### src/rtl/alu_pkg.sv
// Shared ALU definitions: opcode map, flag bit positions and the issue-controller state encoding.
package alu_pkg;

    localparam logic [7:0] OP_NOP  = 8'h00;
    localparam logic [7:0] OP_ADD  = 8'h01;
    localparam logic [7:0] OP_SUB  = 8'h02;
    localparam logic [7:0] OP_MUL  = 8'h03;
    localparam logic [7:0] OP_AND  = 8'h04;
    localparam logic [7:0] OP_OR   = 8'h05;
    localparam logic [7:0] OP_XOR  = 8'h06;
    localparam logic [7:0] OP_NOT  = 8'h07;
    localparam logic [7:0] OP_NAND = 8'h08;
    localparam logic [7:0] OP_NOR  = 8'h09;
    localparam logic [7:0] OP_XNOR = 8'h0A;
    localparam logic [7:0] OP_SHL  = 8'h0B;
    localparam logic [7:0] OP_SHR  = 8'h0C;
    localparam logic [7:0] OP_CMP  = 8'h0D;

    localparam logic [7:0] OP_MIN  = OP_ADD;
    localparam logic [7:0] OP_MAX  = OP_CMP;

    localparam int FLG_Z = 0;
    localparam int FLG_C = 1;
    localparam int FLG_S = 2;
    localparam int FLG_P = 3;
    localparam int FLG_V = 6;

    localparam logic [1:0] ST_IDLE    = 2'd0;
    localparam logic [1:0] ST_WAIT    = 2'd1;
    localparam logic [1:0] ST_CAPTURE = 2'd2;
    localparam logic [1:0] ST_RESP    = 2'd3;

    function automatic logic is_legal_op(input logic [7:0] op);
        return (op >= OP_MIN) && (op <= OP_MAX);
    endfunction

endpackage

### src/rtl/alu_issue_ctrl.sv
// Issues one ALU operation at a time, waits out the ALU pipeline, and returns result/flags;
// also keeps the architectural flag register (psw) and a completed-operation counter.
module alu_issue_ctrl
    import alu_pkg::*;
#(
    parameter int ALU_LATENCY = 2,
    parameter int CNT_W       = 16
) (
    input  logic             clk,
    input  logic             rst_n,
    input  logic             req_valid,
    output logic             req_ready,
    input  logic [7:0]       req_op,
    input  logic [7:0]       req_a,
    input  logic [7:0]       req_b,
    output logic             rsp_valid,
    input  logic             rsp_ready,
    output logic [7:0]       rsp_x,
    output logic [7:0]       rsp_flags,
    output logic             rsp_err,
    output logic [7:0]       alu_a,
    output logic [7:0]       alu_b,
    output logic [7:0]       alu_sel,
    input  logic [7:0]       alu_x,
    input  logic [7:0]       alu_flags,
    output logic [7:0]       psw,
    output logic [CNT_W-1:0] op_count
);

    localparam int WCNT_W = $clog2(ALU_LATENCY + 1);

    logic [1:0]        state;
    logic [WCNT_W-1:0] wait_cnt;

    assign rsp_valid = (state == ST_RESP);

    // NOTE: all state is updated with non-blocking assignments so every branch sees pre-edge values.
    always_ff @(posedge clk or negedge rst_n) begin
        if (!rst_n) begin
            state     <= ST_IDLE;
            req_ready <= 1'b0;
            wait_cnt  <= '0;
            alu_a     <= 8'h00;
            alu_b     <= 8'h00;
            alu_sel   <= OP_NOP;
            rsp_x     <= 8'h00;
            rsp_flags <= 8'h00;
            rsp_err   <= 1'b0;
            psw       <= 8'h00;
            op_count  <= '0;
        end else begin
            case (state)
                ST_IDLE: begin
                    req_ready <= 1'b1;
                    if (req_valid && req_ready) begin
                        req_ready <= 1'b0;
                        if (is_legal_op(req_op)) begin
                            alu_a    <= req_a;
                            alu_b    <= req_b;
                            alu_sel  <= req_op;
                            wait_cnt <= WCNT_W'(ALU_LATENCY);
                            state    <= ST_WAIT;
                        end else begin
                            // Illegal opcodes never reach the ALU; answer immediately with an error.
                            rsp_x     <= 8'h00;
                            rsp_flags <= 8'h00;
                            rsp_err   <= 1'b1;
                            state     <= ST_RESP;
                        end
                    end
                end
                ST_WAIT: begin
                    wait_cnt <= wait_cnt - 1'b1;
                    if (wait_cnt == WCNT_W'(1)) begin
                        state <= ST_CAPTURE;
                    end
                end
                ST_CAPTURE: begin
                    rsp_x     <= alu_x;
                    rsp_flags <= alu_flags;
                    rsp_err   <= 1'b0;
                    psw       <= alu_flags;
                    alu_sel   <= OP_NOP;
                    state     <= ST_RESP;
                end
                ST_RESP: begin
                    if (rsp_ready) begin
                        if (!rsp_err) begin
                            op_count <= op_count + 1'b1;
                        end
                        req_ready <= 1'b1;
                        state     <= ST_IDLE;
                    end
                end
                default: begin
                    state <= ST_IDLE;
                end
            endcase
        end
    end

endmodule

### config.mk
export PLATFORM = sky130hd
export DESIGN_NAME = alu_issue_ctrl
export DESIGN_NICKNAME = d
export VERILOG_FILES = /design/src/rtl/alu_pkg.sv /design/src/rtl/alu_issue_ctrl.sv
export SDC_FILE = /design/constraint.sdc
export NUM_CORES = 1
export LEC_CHECK = 0
export ABC_AREA = 1
export CAP_MARGIN = 20
export CORE_AREA = 8 8 107 109
export DETAILED_ROUTE_END_ITERATION = 8
export DIE_AREA = 0 0 115 117
export PLACE_DENSITY = 0.72
export SLEW_MARGIN = 25
export SYNTH_ARGS = -nofsm -noshare
export SYNTH_HDL_FRONTEND = slang
export SYNTH_SLANG_ARGS = --single-unit
export TNS_END_PERCENT = 1
### constraint.sdc
create_clock -name clk -period 1.75 [get_ports clk]
set_clock_uncertainty 0.1 [all_clocks]
set_input_delay 0.2625 -clock clk [delete_from_list [all_inputs] [get_ports clk]]
set_output_delay 0.2625 -clock clk [all_outputs]
set_load 0.005 [all_outputs]
==> results.md <==
• **status** complete, no violations
• **achievable frequency** 594 MHz
• **per-instance average area after synthesis** 8.99 um2
• **post-detailed-route wirelength per cell** 14.4 um
• **antenna violations before repair** 0
• **Max rail drop VDD** 0.805 mV
• **Critical Path Start Type** flop
• **arrival time at the worst endpoint** 1.86 ns
• **area share of the largest cell type after synthesis** 55.3%
• **core utilization of the finished layout** 49.4%
• **via count** 2823
• **initial standard-cell utilization of the core** 32.0%
• **total wire length** 8980 um
• **number of cells in the finished layout apart from fillers** 623
• **gate count after technology mapping** 352
• **commonest non-fill, non-tap cells in the layout** sky130_fd_sc_hd__nand2_1, sky130_fd_sc_hd__clkdlybuf4s50_1, sky130_fd_sc_hd__dfrtp_1
• **core region area** 9910 um2
• **count of different cell masters after synthesis** 26
• **maximum level of the CTS H-tree** 3
• **proportion of power drawn by flip-flops and latches** 34.8%
• **routability cong.** 0.785
• **share of power burned in the clock network** 20.3%
• **die extent in x** 115 um
• **Top FF cell, synth** sky130_fd_sc_hd__dfrtp_1
• **r2r worst-path depth** 9
• **largest net degree at the start of global routing** 36
• **switching portion of total power** 35.1%
• **Int Power** 4.68 mW
• **Hold Crit Class** primary input to async pin
• **CTS tree** yes
• **setup TNS** 0 ns
• **proportion of synthesized chip area in sequential cells** 55.3%
• **launch point of the worst reg-to-reg path** state[0]$_DFFE_PN0P_
• **number of storage elements in the synthesis netlist** 70
• **Syn Nets** 402
• **global-route wire length before repair** 14000 um
• **Pins Over Slew Limit** 0
• **count of buffers from port buffering** 110
• **synth top area cells** sky130_fd_sc_hd__dfrtp_1, sky130_fd_sc_hd__nand2_1, sky130_fd_sc_hd__nand3_1
• **type of element capturing the critical path** flop
• **number of violations of the max-capacitance limit** 0
• **placed insts** 599
• **final setup violating endpoints** 0
• **Async S/R FF share, synth** 100%
• **post-route cell area** 4900 um2
• **most common library cell in the layout ignoring fill and taps** sky130_fd_sc_hd__nand2_1
• **WS Path Type** flop to flop
• **I/O pin count** 111
• **area added between synthesis and finish** 54.7%
• **share of the cycle needed by the critical path after routing** 96.2%
• **number of hold-slack violations in the final timing report** 0
• **residual antenna-violating net count after detailed routing** 0
• **fraction of power consumed by combinational cells** 44.9%
• **share of layout cells above drive strength 1** 16.0%
• **number of flops mapped to enable cells by yosys** 0
• **Static Leak** 2.31 nW
• **required time reported for the critical path endpoint** 1.92 ns
• **Clk Latency, worst-skew pair** 0.34 ns
• **Net Sw Power** 2.53 mW
• **maximum buffer depth of the clock tree** 2
• **cell type with the highest aggregate area in the netlist** sky130_fd_sc_hd__dfrtp_1
• **floorplan die area** 13500 um2
• **largest fanout on the critical path** 5
• **clock net sink count** 70
• **number of violations reported at the end of detailed-routing iteration 0** 97
• **cell area reported after detailed placement** 4490 um2
• **time the final worst path needs with I/O delays and setup** 1.68 ns
• **height of the die** 117 um
• **Total Power** 7.21 mW
• **global-route usage over all layers** 13.1%
• **count of nets after finishing** 532
• **unrepaired setup endpoints after global routing** yes
• **end of the worst register-to-register path** alu_sel[3]$_DFFE_PN0P_
• **worst reg2reg setup slack** 0.07 ns
• **total congestion overflow** 0
• **Worst-path clk slew** 0.07 ns
• **placed wire-length estimate after detailed placement** 6350 um
• **PD cells** 1470 nW/um2
• **number of buffers created by CTS** 9
• **routed vias/inst** 4.53
• **summed instance area of the synthesized netlist** 3170 um2
• **Root Buffer Master** sky130_fd_sc_hd__clkbuf_8
• **transition at the pin with the smallest max-transition slack** 0.487 ns
• **normalized max-slew margin** 67.6%
• **number of search-and-repair iterations in the first detailed-routing pass** 5
• **post-detailed-route DRC marker count** 0
• **number of diodes added for antenna fixing** 0
• **number of rows created at floorplan** 37
• **Ys Warns** 0
• **number of global-route vias before repair** 2831
metal layers:
layer / vias up / routed length, um / GRT usage [%]
li1: 1368 / - / -
met1: 1360 / 3800 / 15.2
met2: 81 / 4450 / 22.0
met3: 14 / 587 / 4.52
met4: 0 / 138 / 4.90
met5: - / 0 / 0
flip-flops by register name (all words and copies together), names as in the netlist:
register and count:
op_count 16, alu_a 8, alu_b 8, alu_sel 8, psw 8, rsp_flags 8, rsp_x 8, state 2
wait_cnt 2, req_ready 1, rsp_err 1
area by class of cell:
cell class              instances  area (um2)
clock buffers                  10         138
clock inverters                 6        85.1
fillers                       967        5010
inverters                      30         115
multi-input cells             240        1270
flip-flops and latches         70        1760
well taps                     136         170
repair buffers                131        1360
synthesized netlist by cell type (3+ instances only):
cell                       instances
sky130_fd_sc_hd__buf_6             3
sky130_fd_sc_hd__nand2_1         127
sky130_fd_sc_hd__xnor2_1           3
sky130_fd_sc_hd__o21ai_0           4
sky130_fd_sc_hd__nand3_1          31
sky130_fd_sc_hd__xor2_1            9
sky130_fd_sc_hd__nand2_2           5
sky130_fd_sc_hd__clkbuf_1          3
sky130_fd_sc_hd__inv_1            29
sky130_fd_sc_hd__buf_2             4
sky130_fd_sc_hd__ha_1              6
sky130_fd_sc_hd__nand4_1           7
sky130_fd_sc_hd__o21ai_2          17
sky130_fd_sc_hd__dfrtp_1          70
sky130_fd_sc_hd__nor2_1           19
timing repair:
action | in CTS | in global routing
endpoints found under the setup margin | 1 | 45
endpoints found under the hold margin | 33 | 0
hold buffers | 1 | 0
setup buffers | 2 | 0
pin swaps | 0 | 3
gates resized for setup | 6 | 15
gates cloned | 0 | 5
worst max-delay path, cell delays in order, from the launching register on:
cell	delay, ns
sky130_fd_sc_hd__dfrtp_1	0.42
sky130_fd_sc_hd__buf_6	0.14
sky130_fd_sc_hd__inv_4	0.06
sky130_fd_sc_hd__ha_4	0.17
sky130_fd_sc_hd__nand2_4	0.06
sky130_fd_sc_hd__nor2_4	0.14
sky130_fd_sc_hd__and2b_4	0.25
sky130_fd_sc_hd__buf_12	0.13
sky130_fd_sc_hd__nand4_1	0.08
sky130_fd_sc_hd__nand2_1	0.08
worst max-delay path by stage:
stage               slack, ns                        to                  from
detailed placement      -0.05   op_count[5]$_DFFE_PN0P_             rsp_ready
finish                   0.07    alu_sel[3]$_DFFE_PN0P_  state[0]$_DFFE_PN0P_
global placement         0.01  rsp_flags[6]$_DFFE_PN0P_             req_op[4]
CTS                      0.01  rsp_flags[7]$_DFFE_PN0P_  state[0]$_DFFE_PN0P_
floorplan                0.19      rsp_x[1]$_DFFE_PN0P_  state[0]$_DFFE_PN0P_
global route            -0.02    alu_sel[3]$_DFFE_PN0P_  state[0]$_DFFE_PN0P_
cell families (layout without fill, tap and decap cells):
group           after synthesis  after routing  share of synthesized area [%]
compound gates               24             24                           5.97
fa+ha+maj                     6              6                           2.37
simple gates                198            198                           26.9
buf+inv                      42            177                           6.09
flops                        70             70                           55.3
xor+xnor                     12             12                           3.32
power by group through the flow:
stage / sequential, mW / combinational, mW / clock, mW
finish: 2.51 / 3.24 / 1.46
floorplan: 2.50 / 1.41 / 0
CTS: 2.50 / 3.01 / 1.50
global route: 2.58 / 3.59 / 1.58
global placement: 2.50 / 2.86 / 0
detailed placement: 2.51 / 2.93 / 0
through the flow:
step / worst slack, ns / hold slack [ns]
finish: 0.0672 / 0.331
global route: -0.0197 / 0.359
floorplan: 0.185 / -0.133
global placement: 0.0123 / 0.158
CTS: 0.0109 / 0.351
detailed placement: -0.0515 / 0.167
(Power assumes the default switching activity.)
